## src/rtl/ex_mem_reg.sv

```systemverilog
// EX/MEM pipeline register for the 5-stage RV32 pipeline.
// Captures ALU result, store data and qualified control for the instruction
// leaving EX. A taken branch raises a one-cycle PC redirect and squashes the
// next FLUSH_CYCLES non-stalled captures. A MEM stall freezes everything.
// Optional feature: define EX_MEM_BRANCH_STATS_EN to add branch_count and
// taken_count statistics outputs.
module ex_mem_reg #(
    parameter int unsigned XLEN         = 32,
    parameter int unsigned RD_W         = 5,
    parameter int unsigned FLUSH_CYCLES = 2
) (
    input  logic            clk,
    input  logic            rst,
    input  logic            ex_valid,
    input  logic [XLEN-1:0] alu_result,
    input  logic            branch_taken,
    input  logic            is_branch,
    input  logic [XLEN-1:0] branch_target,
    input  logic [XLEN-1:0] store_data,
    input  logic [RD_W-1:0] rd,
    input  logic            reg_write,
    input  logic            mem_read,
    input  logic            mem_write,
    input  logic            stall,
    output logic            mem_valid,
    output logic [XLEN-1:0] mem_alu_result,
    output logic [XLEN-1:0] mem_store_data,
    output logic [RD_W-1:0] mem_rd,
    output logic            mem_reg_write,
    output logic            mem_rd_en,
    output logic            mem_wr_en,
    output logic            redirect,
    output logic [XLEN-1:0] redirect_pc,
    output logic            flush_younger
`ifdef EX_MEM_BRANCH_STATS_EN
    ,
    output logic [31:0]     branch_count,
    output logic [31:0]     taken_count
`endif
);

    localparam int unsigned CntW = $clog2(FLUSH_CYCLES + 1);

    typedef enum logic [0:0] {StIdle, StSquash} state_e;

    state_e          state_q, state_d;
    logic [CntW-1:0] cnt_q, cnt_d;
    logic            bubble;
    logic            take;

    // Capture qualification: squashed or empty slots become bubbles.
    always_comb begin
        bubble = ~ex_valid | (state_q == StSquash);
        take   = ~stall & ~bubble & is_branch & branch_taken;
    end

    // Squash FSM next-state; stall freezes state and counter.
    always_comb begin
        state_d = state_q;
        cnt_d   = cnt_q;
        if (!stall) begin
            case (state_q)
                StIdle: begin
                    if (take) begin
                        state_d = StSquash;
                        cnt_d   = CntW'(FLUSH_CYCLES);
                    end
                end
                StSquash: begin
                    // Saturating decrement; leaving on the 1->0 step.
                    if (cnt_q > CntW'(1)) begin
                        cnt_d = cnt_q - CntW'(1);
                    end else begin
                        cnt_d   = '0;
                        state_d = StIdle;
                    end
                end
                default: begin
                    state_d = StIdle;
                    cnt_d   = '0;
                end
            endcase
        end
    end

    // FSM state and squash counter registers.
    always_ff @(posedge clk or posedge rst) begin
        if (rst) begin
            state_q <= StIdle;
            cnt_q   <= '0;
        end else begin
            state_q <= state_d;
            cnt_q   <= cnt_d;
        end
    end

    // MEM-stage payload; bubbles clear every field.
    always_ff @(posedge clk or posedge rst) begin
        if (rst) begin
            mem_valid      <= 1'b0;
            mem_alu_result <= '0;
            mem_store_data <= '0;
            mem_rd         <= '0;
            mem_reg_write  <= 1'b0;
            mem_rd_en      <= 1'b0;
            mem_wr_en      <= 1'b0;
        end else if (!stall) begin
            if (bubble) begin
                mem_valid      <= 1'b0;
                mem_alu_result <= '0;
                mem_store_data <= '0;
                mem_rd         <= '0;
                mem_reg_write  <= 1'b0;
                mem_rd_en      <= 1'b0;
                mem_wr_en      <= 1'b0;
            end else begin
                mem_valid      <= 1'b1;
                mem_alu_result <= alu_result;
                mem_store_data <= store_data;
                mem_rd         <= rd;
                // Branches never write; x0 writes are dropped; store beats load.
                mem_reg_write  <= reg_write & (rd != '0) & ~is_branch;
                mem_wr_en      <= mem_write & ~is_branch;
                mem_rd_en      <= mem_read & ~mem_write & ~is_branch;
            end
        end
    end

    // Redirect pulse clears on the next edge even while stalled.
    always_ff @(posedge clk or posedge rst) begin
        if (rst) begin
            redirect    <= 1'b0;
            redirect_pc <= '0;
        end else begin
            redirect <= take;
            if (take) begin
                redirect_pc <= branch_target;
            end
        end
    end

    assign flush_younger = (state_q == StSquash);

`ifdef EX_MEM_BRANCH_STATS_EN
    // Branch statistics over valid, non-squashed captures.
    always_ff @(posedge clk or posedge rst) begin
        if (rst) begin
            branch_count <= '0;
            taken_count  <= '0;
        end else if (!stall && !bubble && is_branch) begin
            branch_count <= branch_count + 32'd1;
            if (branch_taken) begin
                taken_count <= taken_count + 32'd1;
            end
        end
    end
`else
    // Branch statistics not built.
`endif

endmodule

```

## config.mk

```make
export PLATFORM = sky130hd
export DESIGN_NAME = ex_mem_reg
export DESIGN_NICKNAME = d
export VERILOG_FILES = /design/src/rtl/ex_mem_reg.sv
export SDC_FILE = /design/constraint.sdc
export NUM_CORES = 1
export LEC_CHECK = 0
export BUFFER_PORTS_ARGS = -buffer_cell sky130_fd_sc_hd__buf_2
export CAP_MARGIN = 30
export CORE_AREA = 4 4 97 108
export CTS_CLUSTER_DIAMETER = 100
export DETAILED_ROUTE_END_ITERATION = 8
export DIE_AREA = 0 0 101 112
export MAX_ROUTING_LAYER = met4
export PLACE_DENSITY = 0.73
export SLEW_MARGIN = 25
export SYNTH_ARGS = -nofsm -noshare
export SYNTH_HDL_FRONTEND = slang
export SYNTH_SLANG_ARGS = --single-unit
```

## constraint.sdc

```tcl
create_clock -name clk -period 5.4 [get_ports clk]
set_clock_uncertainty 0.2 [all_clocks]
set_input_delay 0.27 -clock clk [delete_from_list [all_inputs] [get_ports clk]]
set_output_delay 0.27 -clock clk [all_outputs]
set_load 0.1 [all_outputs]
```

==> metrics.yaml <==
hold_viol_final: 0
fin_ws_ps: 3079
die_h_um: 112
coreArea_sq_um: 9305
drtIter0Drc: 126
crit_fanout: 76
rsz0062_at_grt: "false"
hpwlAfterDp_um: 7051
r2r_cells: 5
wl_per_cell_um: 17.48
vias: 3437
clkPwrFrac: 0.158
finalSetupViolations: 0
drt-pass1-iter-count: 4
crit_chain: "buf_2 -> buf_4 -> nor3b_2 -> buf_4 -> nand3_4 -> inv_4 -> mux2_1"
wl_met1_um: 4587
hold_depth: 3
hp-class: "in -> reg"
fmax_ghz: 0.4308
drive_above_1_share: 0.4258
power_frac_seq: 0.343
final.setup.tns_ps: 0
drv_cap: 0
die_width_um: 101
crit_path_end_kind: "flop"
power_switching_uw: 1602
cts.sinks: 109
grt_pass1_vias: 3759
nFillCells: 660
start_util: 0.4222
wl_met3_um: 802
routabilityCongestion: 0.7483
syn_area_sq_um: 3929
num_io_pins: 217
grt_use_total: 0.2184
crit_type: "in -> reg"
fin_area_sq_um: 6357
wirelength_um: 12060
status: "completed"
dp_slack_ps: 2691
via_per_inst: 4.981
irDropWorstVdd_v: 0.0002085
ant_nets: 0
route.met2.wl_um: 6224
cellLeakagePower_uw: 0.003343
dieArea_sq_um: 11310
grt_max_degree: 78
internal_power_uw: 1433
port-buffer-count: 216
root_buffer: "clkbuf_8"
rows: 37
fin_nets: 678
syn-num-nets: 359
clk_path_buf_depth: 2
postPlaceCellArea_sq_um: 5091
crit_slowest_cell: "buf_4"
diodes: 0
ys_seq_area_frac: 0.6943
netSwitchingFraction: 0.5278
worst_ep_required_time_ps: 5440
slew_headroom: 0.5098
maxSlewViolCount: 0
fin_crit_sh: 0.4298
layout_min_cycle_time_ps: 2321
cp-start-kind: "primary input"
p_comb_frac: 0.499
synth_top_cell_area_share: 0.6943
cts_tree: "built"
cts_buffers: 9
gr-total-overflow: 0
yosys_warnings: 0
grt_pass1_wl_um: 18930
critPathArrivalTime_ps: 2360
path_clk_slew_ps: 100
syn_inst: 249
synth_cell_types: 21
slowest_delay_ps: 470
antenna_found_initial: 0
tightest_slew_ps: 735.3
cpMostUsedCell: "buf_4"
top_layer: "met4"
cts.repair.resized: 0
power_density_nw_per_um2: 477.4
area_growth_pct: 61.82
synth_top_area_cell: "dfrtp_1"
htree_levels: 3
ys_ff_latch: 109
route.detailed.drc: 0
power.total_uw: 3035
ys_top_cells_by_area: "dfrtp_1 69%, a22o_1 16%, mux2_1 8.3%"
syn_area_per_cell_sq_um: 15.78
clk_latency_ps: 360
per-layer routing:
layer / up-vias / GRT usage
met1: 1666 / 0.2436
met5: - / -
li1: 1566 / -
met2: 164 / 0.3742
met3: 41 / 0.03885
met4: 0 / 0.1037
Yosys cell counts, drive strengths merged:
cell      n
o21ai     2
nor3b     2
dfrtp   109
nand3     1
inv       3
nand2     3
nor2b     1
a31o      1
nand2b    1
clkbuf   11
a21o      1
mux2     32
a22o     70
nor2      1
a32o      2
nor3      1
buf       8
registers in the layout (all words and copies together) (netlist names):
signal and count:
mem_reg_write 1, mem_rd 5, cnt_q 2, mem_wr_en 1, mem_rd_en 1, mem_store_data 32
redirect 1, mem_valid 1, mem_alu_result 32, redirect_pc 32, flush_younger 1
critical path: cells and delay by family:
family / cells / cell delay (ps)
mux: 1 / 380
buf+inv: 4 / 1260
simple gates: 2 / 430
final cells by class:
| class | count | area (sq um) | area share |
|---|---|---|---|
| Sequential cell | 109 | 2728 | 0.4290 |
| Timing Repair Buffer | 327 | 2186 | 0.3438 |
| Multi-Input combinational cell | 118 | 1090 | 0.1714 |
| Clock buffer | 11 | 151.4 | 0.02381 |
| Tap cell | 117 | 146.4 | 0.02303 |
| Clock inverter | 5 | 40.04 | 0.006298 |
| Inverter | 3 | 16.27 | 0.002559 |
worst paths after layout:
check,from,end,slack [ps]
hold reg to reg,redirect_pc[31],redirect_pc[31],290
hold / removal,is_branch,cnt_q[1],20
setup / recovery,stall,redirect_pc[14],3080
min in group asynchronous,rst,mem_store_data[20],270
setup reg to reg,flush_younger,redirect_pc[14],3090
max in group asynchronous,rst,mem_rd[3],3720
logic make-up (layout without fill, tap and decap cells):
kind of cell    Yosys count  count (layout)  synth area share
buf+inv                  22             346           0.02962
mux                      32              32           0.09172
flops                   109             109            0.6943
simple gates             10              10           0.01656
compound gates           76              76            0.1678
timing repair:
| item | 4_1_cts | 5_1_grt |
|---|---|---|
| endpoints found under the hold margin | 138 | 0 |
| buffers inserted | 0 | 0 |
| hold buffers | 107 | 0 |
power by group through the flow:
stage	sequential (uW)	clock, uW	combinational [uW]
2_1_floorplan	2100	0	159
3_3_place_gp	1050	0	1440
3_5_place_dp	1060	0	1450
4_1_cts	1040	495	1510
5_1_grt	1060	523	1560
6_report	1040	479	1510
cell usage in the layout, fill, tap and decap left out:
cell / n
buf_2: 216
dfrtp_1: 109
dlygate4sd3_1: 107
a22o_1: 70
mux2_1: 29
clkbuf_8: 11
inv_6: 4
nand2_1: 3
mux2_2: 3
buf_4: 3
inv_4: 2
a32o_1: 2
o21ai_0: 2
nor3b_2: 1
nand3_4: 1
nor2b_1: 1
inv_1: 1
nor2_1: 1
nor3_1: 1
a21o_1: 1
nand2b_1: 1
nor3b_1: 1
a31o_2: 1
clkinv_2: 1
buf_6: 1
metrics by stage:
| step | std cells | utilization | hold WS (ps) |
|---|---|---|---|
| global placement | 567 | 0.5471 | 92.84 |
| CTS | 690 | 0.6828 | 2.072 |
| detailed placement | 567 | 0.5471 | 93.02 |
| finish | 690 | 0.6832 | 23.34 |
| floorplan | 249 | - | 198.6 |
| global route | 690 | 0.6832 | 29.42 |
(Power assumes the default switching activity.)
